[src/rtl/quant_seq_ctrl.sv]
// Quantization sequencer: walks one MCU (NUM_Y luma, Cb, Cr blocks),
// handshakes DCT rows and drains the quantizer pipe per block.
module quant_seq_ctrl #(
  parameter int NUM_Y = 4,
  parameter int QLAT  = 2
) (
  input  logic        clk,
  input  logic        rst,
  input  logic        start,
  input  logic        dct_valid,
  output logic        dct_ready,
  input  logic        zz_ready,
  output logic        enable_y,
  output logic        enable_cb,
  output logic        enable_cr,
  output logic        enable_quant,
  output logic [2:0]  row_cnt,
  output logic [2:0]  blk_idx,
  output logic        blk_done,
  output logic        mcu_done,
  output logic        busy,
  output logic [14:0] quant_cycle
);

  typedef enum logic [1:0] {
    IDLE,
    SETUP,
    RUN,
    DRAIN
  } state_t;

  localparam logic [2:0] NY_B     = 3'(NUM_Y);
  localparam logic [2:0] LAST_BLK = 3'(NUM_Y + 1);
  localparam logic [3:0] DRN_LAST = 4'(QLAT - 1);

  state_t      state_q, state_d;
  logic [2:0]  row_q, row_d;
  logic [2:0]  blk_q, blk_d;
  logic [3:0]  drn_q, drn_d;
  logic [2:0]  mode_q, mode_d;
  logic [14:0] qc_q;

  // State, counters and the registered table select.
  always_ff @(posedge clk or posedge rst) begin
    if (rst) begin
      state_q <= IDLE;
      row_q   <= '0;
      blk_q   <= '0;
      drn_q   <= '0;
      mode_q  <= '0;
      qc_q    <= '0;
    end else begin
      state_q <= state_d;
      row_q   <= row_d;
      blk_q   <= blk_d;
      drn_q   <= drn_d;
      mode_q  <= mode_d;
      if (enable_quant)
        qc_q <= qc_q + 15'd1;
    end
  end

  // Next-state, row/block/drain counters and strobes.
  always_comb begin
    state_d      = state_q;
    row_d        = row_q;
    blk_d        = blk_q;
    drn_d        = drn_q;
    dct_ready    = 1'b0;
    enable_quant = 1'b0;
    blk_done     = 1'b0;
    mcu_done     = 1'b0;
    unique case (state_q)
      IDLE: begin
        if (start)
          state_d = SETUP;
      end
      SETUP: begin
        drn_d = '0;
        if (zz_ready)
          state_d = RUN;
      end
      RUN: begin
        dct_ready = 1'b1;
        if (dct_valid) begin
          enable_quant = 1'b1;
          row_d        = row_q + 3'd1;
          if (row_q == 3'd7)
            state_d = DRAIN;
        end
      end
      DRAIN: begin
        drn_d = drn_q + 4'd1;
        if (drn_q == DRN_LAST) begin
          blk_done = 1'b1;
          drn_d    = '0;
          if (blk_q == LAST_BLK) begin
            mcu_done = 1'b1;
            blk_d    = '0;
            state_d  = IDLE;
          end else begin
            blk_d   = blk_q + 3'd1;
            state_d = SETUP;
          end
        end
      end
      default: state_d = IDLE;
    endcase
  end

  // Select follows the block index of the state being entered;
  // blk_d only moves on SETUP entry so rows never see a change.
  always_comb begin
    mode_d = 3'b000;
    if (state_d != IDLE) begin
      if (blk_d < NY_B)
        mode_d = 3'b100;
      else if (blk_d == NY_B)
        mode_d = 3'b010;
      else
        mode_d = 3'b001;
    end
  end

  assign enable_y    = mode_q[2];
  assign enable_cb   = mode_q[1];
  assign enable_cr   = mode_q[0];
  assign row_cnt     = row_q;
  assign blk_idx     = blk_q;
  assign busy        = (state_q != IDLE);
  assign quant_cycle = qc_q;

endmodule

[config.mk]
export PLATFORM = sky130hd
export DESIGN_NAME = quant_seq_ctrl
export DESIGN_NICKNAME = d
export VERILOG_FILES = /design/src/rtl/quant_seq_ctrl.sv
export SDC_FILE = /design/constraint.sdc
export NUM_CORES = 1
export LEC_CHECK = 0
export CAP_MARGIN = 20
export CORE_ASPECT_RATIO = 0.7
export CORE_UTILIZATION = 40
export DETAILED_ROUTE_END_ITERATION = 8
export PLACE_DENSITY_LB_ADDON = 0.15
export SLEW_MARGIN = 20
export SYNTH_ARGS = -nofsm -noshare
export SYNTH_HDL_FRONTEND = slang
export SYNTH_SLANG_ARGS = --single-unit
[constraint.sdc]
create_clock -name clk -period 2.2 [get_ports clk]
set_input_delay 0.55 -clock clk [delete_from_list [all_inputs] [get_ports clk]]
set_output_delay 0.55 -clock clk [all_outputs]
set_load 0.005 [all_outputs]
== Word-level counts from Yosys, hierarchy flattened ==
Cells that the tools add are included.
Storage, ports and cells
  output and inout port bits: 29
  flip-flop bits (word level): 30
  bits of input ports: 5
  word-level logic and storage cells: 46
Operators by class
  $add $sub $neg: 4
  multiplexer cells: 23
  $lt $le $gt $ge: 1
  eq/ne operators: 7
  reduce and logical (&&, ||, !) cells: 5
Operators with widths (count)
  15-bit by 1-bit adder with 15-bit output (second input constant): 1
  3-bit 2-to-1 mux: 5
  2-bit 2-to-1 mux: 6
  3-bit equality test (second input constant): 3
  1-bit 2-to-1 mux: 9
  2-bit case mux with 4 select lines: 1
  4-bit case mux with 2 select lines: 1
  3-bit by 1-bit adder with 3-bit output (second input constant): 2
  2-bit nonzero test: 3
  4-bit by 1-bit adder with 4-bit output (second input constant): 1
  2-bit equality test (second input constant): 2
  4-bit by 1-bit equality test with 1-bit output (second input constant): 1
  4-bit 2-to-1 mux: 1
  3-bit less-than comparator (second input constant): 1
  2-bit by 1-bit equality test with 1-bit output (second input constant): 1
  2-bit zero test: 1
  2-bit AND reduction: 1

== Logic depth before layout (Yosys ltp) ==
Gate-level depths: netlist (run 1).
  depth in word-level cells: 8
  mapped depth: 6
  gate-level depth less buffers: 6

== Worst setup path before layout (run 1) ==
OpenSTA, ideal clock, no wires.
  path kind: reg2out
  from: register drn_q[1]
  to: output port mcu_done
  cell stages (with the launch flop): 5
  arrival time: 1.188 ns
  buffers on the path: 0
  setup slack: 0.462 ns
  path through: dfrtp_1 > inv_1 > ha_1 > or3b_4 > nor3_2
Between the ends
  word-level cells in the longest chain between the ends: 3
RTL lines
  start: declaration: line 39  | logic [3:0] drn_q, drn_d;
  start signal: assignment: line 56  | drn_q <= drn_d;
  4-bit by 1-bit equality test with 1-bit output: line 94  | if (drn_q == DRN_LAST) begin
  1-bit 2-to-1 mux: line 94
  1-bit 2-to-1 mux: line 73  | unique case (state_q)
  end: declaration: line 20  | output logic mcu_done,
Every way passes these cells.

== Final worst setup path (run 1) ==
Ends and elaborated chain as after synthesis.

==> results of run 1 <==
## final timing paths
path / start / end / slack [ns] / depth (start not counted)
max: drn_q[1]$_DFFE_PP0P_ / mcu_done / 0.09 / 5
min: quant_cycle[14]$_DFFE_PP0P_ / quant_cycle[14]$_DFFE_PP0P_ / 0.47 / 1
max reg2reg: drn_q[1]$_DFFE_PP0P_ / mode_q[2]$_DFF_PP0_ / 0.32 / 7
min reg2reg: quant_cycle[14]$_DFFE_PP0P_ / quant_cycle[14]$_DFFE_PP0P_ / 0.47 / 1
max in group asynchronous: rst / quant_cycle[8]$_DFFE_PP0P_ / 1.29 / 3
min in group asynchronous: rst / state_q[1]$_DFF_PP0_ / 0.63 / 3
## routing by layer
layer	wire length (um)	up-vias	part of all wire
met4	61	0	0.020
met3	158	8	0.053
met1	1470	531	0.49
met2	1300	36	0.43
met5	0	-	0
li1	-	537	-
## kinds of logic (layout without fill, tap and decap cells)
| logic type | count (synthesis) | after routing | share of synthesized area |
|---|---|---|---|
| simple gates | 55 | 55 | 0.229 |
| compound gates | 12 | 12 | 0.0503 |
| flops | 30 | 30 | 0.530 |
| buf+inv | 8 | 56 | 0.0229 |
| mux | 3 | 3 | 0.0256 |
| xor+xnor | 16 | 16 | 0.0989 |
| fa+ha+maj | 5 | 5 | 0.0441 |
## placed cells by master, fill, tap and decap left out, drive strengths merged, types with 3 or more instances in the layout
cell type | netlist | layout
clkdlybuf4s50 | 0 | 30
inv | 6 | 6
o21ai | 4 | 4
ha | 5 | 5
nor3 | 3 | 3
xnor2 | 14 | 14
nand3 | 7 | 7
clkbuf | 0 | 7
nand2 | 16 | 16
a21oi | 3 | 3
buf | 2 | 12
nand4 | 7 | 7
nor2 | 9 | 9
dfrtp | 30 | 30
## registers in the layout (all words and copies together) (netlist names)
| signal | flops |
|---|---|
| state_q | 2 |
| mode_q | 3 |
| row_cnt | 3 |
| quant_cycle | 15 |
| drn_q | 4 |
| blk_idx | 3 |
## timing repair
item,in CTS,in global routing
resized for setup,10,0
endpoints found under the hold margin,0,0
hold buffers,0,0
setup endpoints to repair,3,0
## power groups by stage
| stage | Clock, mW | Combinational (mW) | Sequential [mW] |
|---|---|---|---|
| floorplan | 0 | 0.472 | 0.853 |
| global placement | 0 | 0.901 | 0.863 |
| detailed placement | 0 | 0.930 | 0.872 |
| CTS | 0.425 | 0.932 | 0.867 |
| global route | 0.448 | 1.02 | 0.892 |
| finish | 0.417 | 0.923 | 0.869 |
## per-stage QoR
stage	util	total power, mW
2_1_floorplan	-	1.33
3_5_place_dp	0.575	1.80
6_report	0.597	2.21
3_3_place_gp	0.575	1.76
4_1_cts	0.597	2.22
5_1_grt	0.597	2.36
## worst register-to-register path, stage by stage (launching register included)
cell and delay [ns]:
dfrtp_1 0.37, inv_1 0.08, ha_1 0.14, or3b_4 0.41, buf_4 0.16, nor2_2 0.22, mux2_4 0.33, nor2_1 0.10
## layout make-up
class	instances	area, um^2
Sequential cell	30	751
Inverter	6	22.5
Tap cell	47	58.8
Clock buffer	7	76.3
Timing Repair Buffer	43	394
Fill cell	288	1310
Multi-Input combinational cell	91	641
==> results.json, run 1 <==
{
  "status": "finished, final reports clean",
  "cts_tree": "yes",
  "grt_setup_unrepaired": "false",
  "cp.required_ns": 1.65,
  "layoutNonFillerInstCount": 224,
  "core_area_um2": 3250,
  "synth-seq-cells": 30,
  "gp_congestion": 0.845,
  "synth_nets": 139,
  "design_area_um2": 1940,
  "drt_iter0_drc": 66,
  "grt_max_degree": 31,
  "place_area_um2": 1870,
  "grtUsageMet3": 0.0465,
  "worstPathArrival_ns": 1.56,
  "worst_slack_ns": 0.0903,
  "antenna_found_initial": 0,
  "cts_setup_buffers": 0,
  "finalSetupViolCount": 0,
  "path_class": "register to primary output",
  "grt_pass1_wl_um": 5070,
  "fmax_mhz": 474,
  "maxCapViolCount": 0,
  "p_int_mw": 1.45,
  "fin_nets": 187,
  "grt-busiest-layer": "met2",
  "yosysMostFrequentCell": "dfrtp_1",
  "clockBufferDepth": 2,
  "start_util": 0.436,
  "path_delay_family": "simple AND/OR/NAND/NOR gates",
  "wl_um": 2990,
  "yosys.area.top_type": "dfrtp_1",
  "routed-via-count": 1112,
  "dp_cells": 217,
  "power_switching_uw": 762,
  "rows": 17,
  "final_hold_viol_count": 0,
  "grt_overflow_total": 0,
  "crit_slowest_cell": "or3b_4",
  "layout-drive-gt1-share": 0.169,
  "route.detailed.drc": 0,
  "routedWlPerCell_um": 13.3,
  "synth.top_cell.area_share": 0.530,
  "synth_edf_count": 0,
  "netlist_top_cells_count": "30 x dfrtp_1, 16 x nand2_1, 14 x xnor2_1, 8 x nor2_1",
  "synth_top_flop_cell": "dfrtp_1",
  "track_usage": 0.187,
  "p_clk_frac": 0.189,
  "worst_pin_slew_ns": 0.376,
  "grt_use_met2": 0.278,
  "diodes": 0,
  "synth_seq_area_share": 0.530,
  "power_frac_comb": 0.418,
  "yosysUniqueCellTypes": 34,
  "tns_ns": 0,
  "root_buffer": "clkbuf_8",
  "synth-async-reset-ratio": 1.00,
  "io_buffers": 33,
  "dp_hpwl_um": 2200,
  "crit_path_max_incr_delay_ns": 0.41,
  "pre_cts_ws_ns": -0.0890,
  "fin_worst_skew_ns": 0.00770,
  "synth.avg_cell_area_um2": 11.0,
  "worstPathMaxFanout": 3,
  "dr.pass1.iters": 4,
  "synth_area_leaders": "dfrtp_1 53%, xnor2_1 8.6%, ha_1 4.4%",
  "p_seq_frac": 0.393,
  "path_cells": "inv_1 -> ha_1 -> or3b_4 -> nor3_4 -> buf_2",
  "critPathLaunchType": "register",
  "synthCells": 129,
  "fin_crit_sh": 0.959,
  "worstSkewPairLatency_ns": 0.29,
  "area_delta_synth_final_pct": 37.1,
  "ant_nets": 0,
  "dieArea_um2": 3790,
  "leakage_nw": 0.889,
  "synthesis.area_um2": 1420,
  "holdCritPathClass": "register to register",
  "htreeDepth": 2,
  "cts_made_buffers": 5,
  "final_max_slew_viol_count": 0,
  "clock_sinks": 30,
  "gr-usage-met1": 0.252,
  "fin_crit_ns": 2.11,
  "pwr_density_cell_nw_per_um2": 1140,
  "relSlewSlack": 0.748,
  "clk_pin_slew_worst_paths_ns": 0.06,
  "crit_buf_inv": 2,
  "whs_ns": 0.472,
  "yosysWarnings": 0,
  "dieWidth_um": 73.2,
  "die_h_um": 51.8,
  "irDropWorstVdd_v": 0.000633,
  "vias_per_cell": 4.96,
  "first_global_vias": 1072,
  "io_pins": 34,
  "end_kind": "primary output",
  "p_sw_frac": 0.345
}
Power figures use the tool's default switching activity.
==> run 2: changes to the inputs <==
==> constraint.sdc (replaced) <==
create_clock -name clk -period 2.6 [get_ports clk]
set_input_delay 0.65 -clock clk [delete_from_list [all_inputs] [get_ports clk]]
set_output_delay 0.65 -clock clk [all_outputs]
set_load 0.005 [all_outputs]
==> results.json, run 2 (synthesized netlist as in run 1, its figures left out) <==
{
  "crit_slowest_cell": "clkdlybuf4s50_1",
  "clk_pin_slew_worst_paths_ns": 0.06,
  "route.detailed.drc": 0,
  "hp-start": "quant_cycle[14]$_DFFE_PP0P_",
  "vias_per_cell": 4.82,
  "antenna_found_initial": 0,
  "leakage_nw": 0.888,
  "critPathLaunchType": "input port",
  "final_hold_viol_count": 0,
  "irDropWorstVdd_v": 0.000634,
  "holdCritPathClass": "register to register",
  "pwr_density_cell_nw_per_um2": 972,
  "dp_hpwl_um": 2000,
  "design_area_um2": 1950,
  "routed-via-count": 1061,
  "place_area_um2": 1830,
  "utilization": 0.599,
  "worst_slack_ns": 0.0972,
  "whs_path_depth": 1,
  "worstPathMaxFanout": 2,
  "first_global_vias": 1010,
  "worstPathArrival_ns": 1.85,
  "drt_iter0_drc": 63,
  "fin_crit_ns": 2.50,
  "gp_congestion": 0.783,
  "layout-drive-gt1-share": 0.150,
  "path_class": "input port to primary output",
  "tns_ns": 0,
  "io_buffers": 33,
  "layout_common_cells": "31 x clkdlybuf4s50_1, 30 x dfrtp_1, 16 x nand2_1, 14 x xnor2_1",
  "largest_reg_flops": 15,
  "p_seq_frac": 0.400,
  "cts_made_buffers": 5,
  "grt_max_degree": 31,
  "start_util": 0.436,
  "worstSkewPairLatency_ns": 0.28,
  "rr_endpoint": "mode_q[2]$_DFF_PP0_",
  "dp_cells": 211,
  "die_h_um": 51.8,
  "final_max_slew_viol_count": 0,
  "dieWidth_um": 73.2,
  "layout_commonest_cell": "clkdlybuf4s50_1",
  "power_frac_comb": 0.371,
  "cp.required_ns": 1.95,
  "pre_cts_ws_ns": 0.0992,
  "htreeDepth": 2,
  "end_kind": "primary output",
  "track_usage": 0.172,
  "cts_tree": "yes",
  "fin_crit_sh": 0.963,
  "power_mw": 1.89,
  "worstReg2RegStart": "drn_q[1]$_DFFE_PP0P_",
  "reg2regPathDepth": 7,
  "grt_overflow_total": 0,
  "core_area_um2": 3250,
  "fin_nets": 182,
  "routedWlPerCell_um": 12.3,
  "hold_end": "quant_cycle[14]$_DFFE_PP0P_",
  "area_delta_synth_final_pct": 37.4,
  "path_cells": "clkdlybuf4s50_1 -> nand3b_4 -> inv_1 -> clkdlybuf4s50_1",
  "p_sw_frac": 0.327,
  "fmax_mhz": 400,
  "maxCapViolCount": 0,
  "fin_worst_skew_ns": 0.00711,
  "relSlewSlack": 0.744,
  "crit_path_max_incr_delay_ns": 0.53,
  "ant_nets": 0,
  "clockBufferDepth": 2,
  "clock_sinks": 30,
  "p_clk_frac": 0.229,
  "grt_pass1_wl_um": 4610,
  "wl_um": 2710,
  "power_switching_uw": 620,
  "status": "finished, final reports clean",
  "dr.pass1.iters": 4,
  "root_buffer": "clkbuf_8",
  "crit_top_cell": "clkdlybuf4s50_1",
  "io_pins": 34,
  "whs_ns": 0.473,
  "r2r_slack_ns": 0.72,
  "finalSetupViolCount": 0,
  "dieArea_um2": 3790,
  "p_int_mw": 1.27,
  "layoutNonFillerInstCount": 220,
  "rows": 17,
  "worst_pin_slew_ns": 0.384,
  "diodes": 0,
  "grt_setup_unrepaired": "false"
}
==> run 2: cell types whose count changed in the layout (fill, tap and decap cells not counted) <==
| cell | before | now |
|---|---|---|
| buf_4 | 10 | 5 |
| clkbuf_8 | 5 | 8 |
| buf_2 | 2 | 0 |
| clkbuf_1 | 2 | 0 |
| clkdlybuf4s50_1 | 30 | 31 |
| dlygate4sd2_1 | 1 | 2 |
==> run 2: how the worst max path moves through the flow <==
stage / startpoint / end / slack, ns / depth (start not counted)
after floorplan: drn_q[1]$_DFFE_PP0P_ / mcu_done / 0.76 / 4
after global placement: dct_valid / enable_quant / 0.1 / 4
after detailed placement: dct_valid / enable_quant / 0.1 / 4
after CTS: dct_valid / enable_quant / 0.09 / 4
after global routing: dct_valid / enable_quant / 0.04 / 4
final: dct_valid / enable_quant / 0.1 / 4
==> run 2: cell type report <==
class	instances	area [um^2]
clock buffers	8	110
fillers	267	1310
inverters	6	22.5
multi-input cells	91	641
flip-flops and latches	30	751
well taps	47	58.8
repair buffers	38	365
==> run 2: metal layers <==
metal | vias up | wire [um] | global-route usage
met2 | 20 | 1250 | 0.256
li1 | 527 | - | -
met3 | 0 | 116 | 0.0756
met4 | 0 | 0 | 0.0490
met1 | 514 | 1330 | 0.226
met5 | - | 0 | 0
==> run 2: worst max-delay path, delay by kind of cell <==
kind | cells | cell delay (ns)
buffers and inverters | 3 | 1.11
AND/OR/NAND/NOR | 1 | 0.09
==> run 2: timing repair <==
action                                  4_1_cts  5_1_grt
endpoints found under the setup margin        2        0
resized for setup                             3        0
hold buffers                                  0        0
buffers inserted                              1        0
==> run 2: power by group through the flow <==
stage	Combinational [mW]	Sequential, mW	Clock [mW]
3_3_place_gp	0.679	0.755	0
6_report	0.702	0.759	0.434
2_1_floorplan	0.400	0.722	0
5_1_grt	0.788	0.784	0.475
4_1_cts	0.714	0.757	0.447
3_5_place_dp	0.693	0.765	0
